===== config.mk =====
export PLATFORM = sky130hd
export DESIGN_NAME = led_driver
export DESIGN_NICKNAME = d
export VERILOG_FILES = /design/src/rtl/led_driver.sv
export SDC_FILE = /design/constraint.sdc
export NUM_CORES = 1
export LEC_CHECK = 0
export ABC_CLOCK_PERIOD_IN_PS = 5500
export BUFFER_PORTS_ARGS = -buffer_cell sky130_fd_sc_hd__buf_4
export CAP_MARGIN = 20
export CORE_MARGIN = 2
export CORE_UTILIZATION = 55
export DETAILED_ROUTE_END_ITERATION = 10
export PLACE_DENSITY_LB_ADDON = 0.05
export SLEW_MARGIN = 15
export SYNTH_ARGS = -nofsm -noshare
export SYNTH_HDL_FRONTEND = slang
export SYNTH_SLANG_ARGS = --single-unit

===== constraint.sdc =====
create_clock -name clock -period 5.5 [get_ports clock]
set_input_delay 1.1 -clock clock [delete_from_list [all_inputs] [get_ports clock]]
set_output_delay 1.1 -clock clock [all_outputs]
set_load 0.05 [all_outputs]

===== src/rtl/led_driver.sv =====
// Scanning driver for a 3-digit common-anode 7-segment display.
// Ports: clock, reset (async high), x0..x2 hex in, seg[6:0]/an[2:0] active-low out.
// Optional leading-zero blanking: define LED_DRIVER_LZB_EN.
module led_driver #(
  parameter int DIV_WIDTH = 4
) (
  input  logic       clock,
  input  logic       reset,
  input  logic [3:0] x0,
  input  logic [3:0] x1,
  input  logic [3:0] x2,
  output logic [6:0] seg,
  output logic [2:0] an
);

  localparam logic [DIV_WIDTH-1:0] CNT_ONE = {{(DIV_WIDTH-1){1'b0}}, 1'b1};

  logic [DIV_WIDTH-1:0] cnt;
  logic [1:0]           dig;
  logic [1:0]           dig_nxt;
  logic [2:0]           an_nxt;
  logic [6:0]           seg_nxt;
  logic [3:0]           val;
  logic                 blank;

  // Active-low hex decode, bits {g,f,e,d,c,b,a}.
  function automatic logic [6:0] dec(input logic [3:0] v);
    logic [6:0] s;
    case (v)
      4'h0: s = 7'h40;
      4'h1: s = 7'h79;
      4'h2: s = 7'h24;
      4'h3: s = 7'h30;
      4'h4: s = 7'h19;
      4'h5: s = 7'h12;
      4'h6: s = 7'h02;
      4'h7: s = 7'h78;
      4'h8: s = 7'h00;
      4'h9: s = 7'h10;
      4'hA: s = 7'h08;
      4'hB: s = 7'h03;
      4'hC: s = 7'h46;
      4'hD: s = 7'h21;
      4'hE: s = 7'h06;
      default: s = 7'h0E;
    endcase
    return s;
  endfunction

  // State register: prescaler, digit index and registered outputs.
  always_ff @(posedge clock or posedge reset) begin
    if (reset) begin
      cnt <= '0;
      dig <= 2'd0;
      an  <= 3'b111;
      seg <= 7'h7F;
    end else begin
      cnt <= cnt + CNT_ONE;
      dig <= dig_nxt;
      an  <= an_nxt;
      seg <= seg_nxt;
    end
  end

  // Next digit: advance at the end of each dwell; recover from 3.
  always_comb begin
    dig_nxt = dig;
    if (dig == 2'd3) begin
      dig_nxt = 2'd0;
    end else if (&cnt) begin
      dig_nxt = (dig == 2'd2) ? 2'd0 : dig + 2'd1;
    end
  end

  // Output decode from the pre-edge digit and live inputs.
  always_comb begin
    an_nxt = 3'b111;
    val    = x0;
    blank  = 1'b1;
    case (dig)
      2'd0: begin
        an_nxt = 3'b110;
        val    = x0;
        blank  = 1'b0;
      end
      2'd1: begin
        an_nxt = 3'b101;
        val    = x1;
`ifdef LED_DRIVER_LZB_EN
        blank  = (x2 == 4'h0) && (x1 == 4'h0);
`else
        blank  = 1'b0;
`endif
      end
      2'd2: begin
        an_nxt = 3'b011;
        val    = x2;
`ifdef LED_DRIVER_LZB_EN
        blank  = (x2 == 4'h0);
`else
        blank  = 1'b0;
`endif
      end
      default: begin
        an_nxt = 3'b111;
        val    = x0;
        blank  = 1'b1;
      end
    endcase
    seg_nxt = blank ? 7'h7F : dec(val);
  end

endmodule


==> metrics.txt <==
status finished clean; Switching Share 0.266; ys flop type dfstp_2; Cell Area, Synth 955 um2; relative slew slack 0.622; global-route wire length before repair 2620 um; Sum Neg Setup Slack 0 ps; Setup WS pre-CTS 2480 ps; RSZ-0062 raised after global routing false; part of the power in combinational logic 0.212; Root Driver clkbuf_4; max-cap violations 0; CTS-repair resized insts 0; top cells by count, synth ha_1, dfstp_2, inv_1, dfrtp_1, nor2_1; Final Hold Fails 0; Cells after DPL 123; cell with the most instances after synthesis ha_1; Post-CTS Setup Bufs 0; Worst EP arrival 2950 ps; Pre-antenna DRT Iters 4; Worst Skew 2.14 ps; Post-synth EDFFs 0; clk sink count 16; core area 0.00167 mm2; syn_nets 113; Ys Warns 0; Total GRT Usage 0.177; total grt overflow 0; area grow syn2layout 22.5%; Final Util 0.700; DR vias/cell 5.59; Num CTS Buffers 3; Residual DRC 0; I/O Pins 24; clk slew on worst S/H paths 90 ps; post-DP HPWL 1380 um; clock latency on the worst-skew pair 270 ps; fraction of layout cells with a size suffix above 1 0.418; antenna-violating nets left 0; Final Non-Filler Cells 127; startpoint class of the critical path input pin; Seq/Total Area, Yosys 0.433; sequential share of power 0.499; CTS tree done; max frequency 365 MHz; Worst Max-Slew Pin Slew 566 ps; fillers 123; number of DRC markers in iteration 0 17; Port Buffer Count 23; Final WS setup 2760 ps; # hold bufs at CTS 0; design area 0.00117 mm2; Post-synth ARST share 1.00; path type of the worst min-delay path reg2reg; Setup CP Type in2reg; Cells after Synth 86; diode count 0; die height 45.7 um; site row count 15; placed standard-cell area 0.00113 mm2; Setup Viol. Count Final 0; Synth area leader dfstp_2; largest net degree at the start of global routing 17; Crit. End Element flop; Distinct cells, synth 29; #FFs+latches synth 16; Synth area leaders dfstp_2, ha_1, dfrtp_1; period utilization 0.498; vias in the first global route 616; Leak 0.578 nW; Avg Inst Size Synth 11.1 um2; Net Switching 0.0675 mW; critical path required time 5710 ps; htree depth 1; clock group share of total power 0.289; overall routed net length 1750 um; die area 0.00208 mm2; PD cells 217 mW/mm2; Internal 0.186 mW; worst vdd ir 0.0921 mV; Tmin final 2740 ps; top-area cell type share of the netlist area 0.275; Critical Path Fanout Max 6; Vias 710; NumNets Final 138; max-slew violations 0; Hold Slack 454 ps; DR WL/cell 13.8 um; antenna violations before repair 0; clk buf depth 2; total power 0.253 mW; die width 45.7 um; Final GP Congestion 0.855; Initial Util 0.572
==> cell families after synthesis <==
logic type / share of synthesized area
compound gates: 0.185
flops: 0.432
buf+inv: 0.0550
fa+ha+maj: 0.170
simple gates: 0.0459
mux: 0.0930
xor+xnor: 0.0184
==> layout make-up <==
class	count	area, um2	area share
multi-input cells	57	489	0.418
well taps	17	21.3	0.0182
repair buffers	23	173	0.148
flip-flops and latches	16	413	0.353
inverters	10	37.5	0.0321
clock buffers	4	36.3	0.0310
==> flip-flops by register name, indices dropped and copies added (netlist names) <==
name and cells:
an 3, cnt 4, dig 2, seg 7
==> worst max-delay path: stages <==
cell,delay [ps]
buf_4,110
a22o_2,220
mux2i_1,410
inv_1,160
ha_1,260
a211oi_1,290
a211oi_1,100
a211o_1,290
==> power groups by stage <==
stage               Clock, mW  Combinational (mW)  Sequential [mW]
finish                 0.0733              0.0536            0.127
global route           0.0827              0.0567            0.127
CTS                    0.0757              0.0533            0.127
detailed placement          0              0.0532            0.129
global placement            0              0.0527            0.129
floorplan                   0              0.0187            0.146
==> per-layer routing <==
metal / track usage / up-vias / share of wire
met3: 0.0238 / 0 / 0.049
met4: 0.0941 / 0 / 0
met5: 0 / - / 0
met1: 0.238 / 324 / 0.46
met2: 0.273 / 34 / 0.49
li1: - / 352 / -
==> final timing paths <==
kind	from	endpoint	slack [ps]	cells past startpoint
worst max-delay path	x1[1]	seg[3]	2760	8
worst max register to register	dig[0]	seg[3]	2780	8
min in group asynchronous	reset	cnt[3]	880	2
max in group asynchronous	reset	seg[6]	4250	2
worst min register to register	cnt[0]	cnt[0]	450	1
worst min-delay path	cnt[0]	cnt[0]	450	1
==> placed cells by master, fill, tap and decap left out, types with 2 or more instances in the layout <==
master,synthesis,layout
nand3_1,2,2
buf_4,0,23
inv_1,10,10
nor2_1,5,5
clkbuf_4,0,3
nand2_1,4,4
a21oi_1,2,2
mux2i_1,4,4
mux2_2,3,3
dfrtp_1,6,6
a31oi_1,3,3
a211oi_1,2,2
a22oi_1,2,2
dfstp_2,10,10
ha_1,13,13
o21ai_0,3,3
No activity file was read; power rests on OpenSTA's default activity.
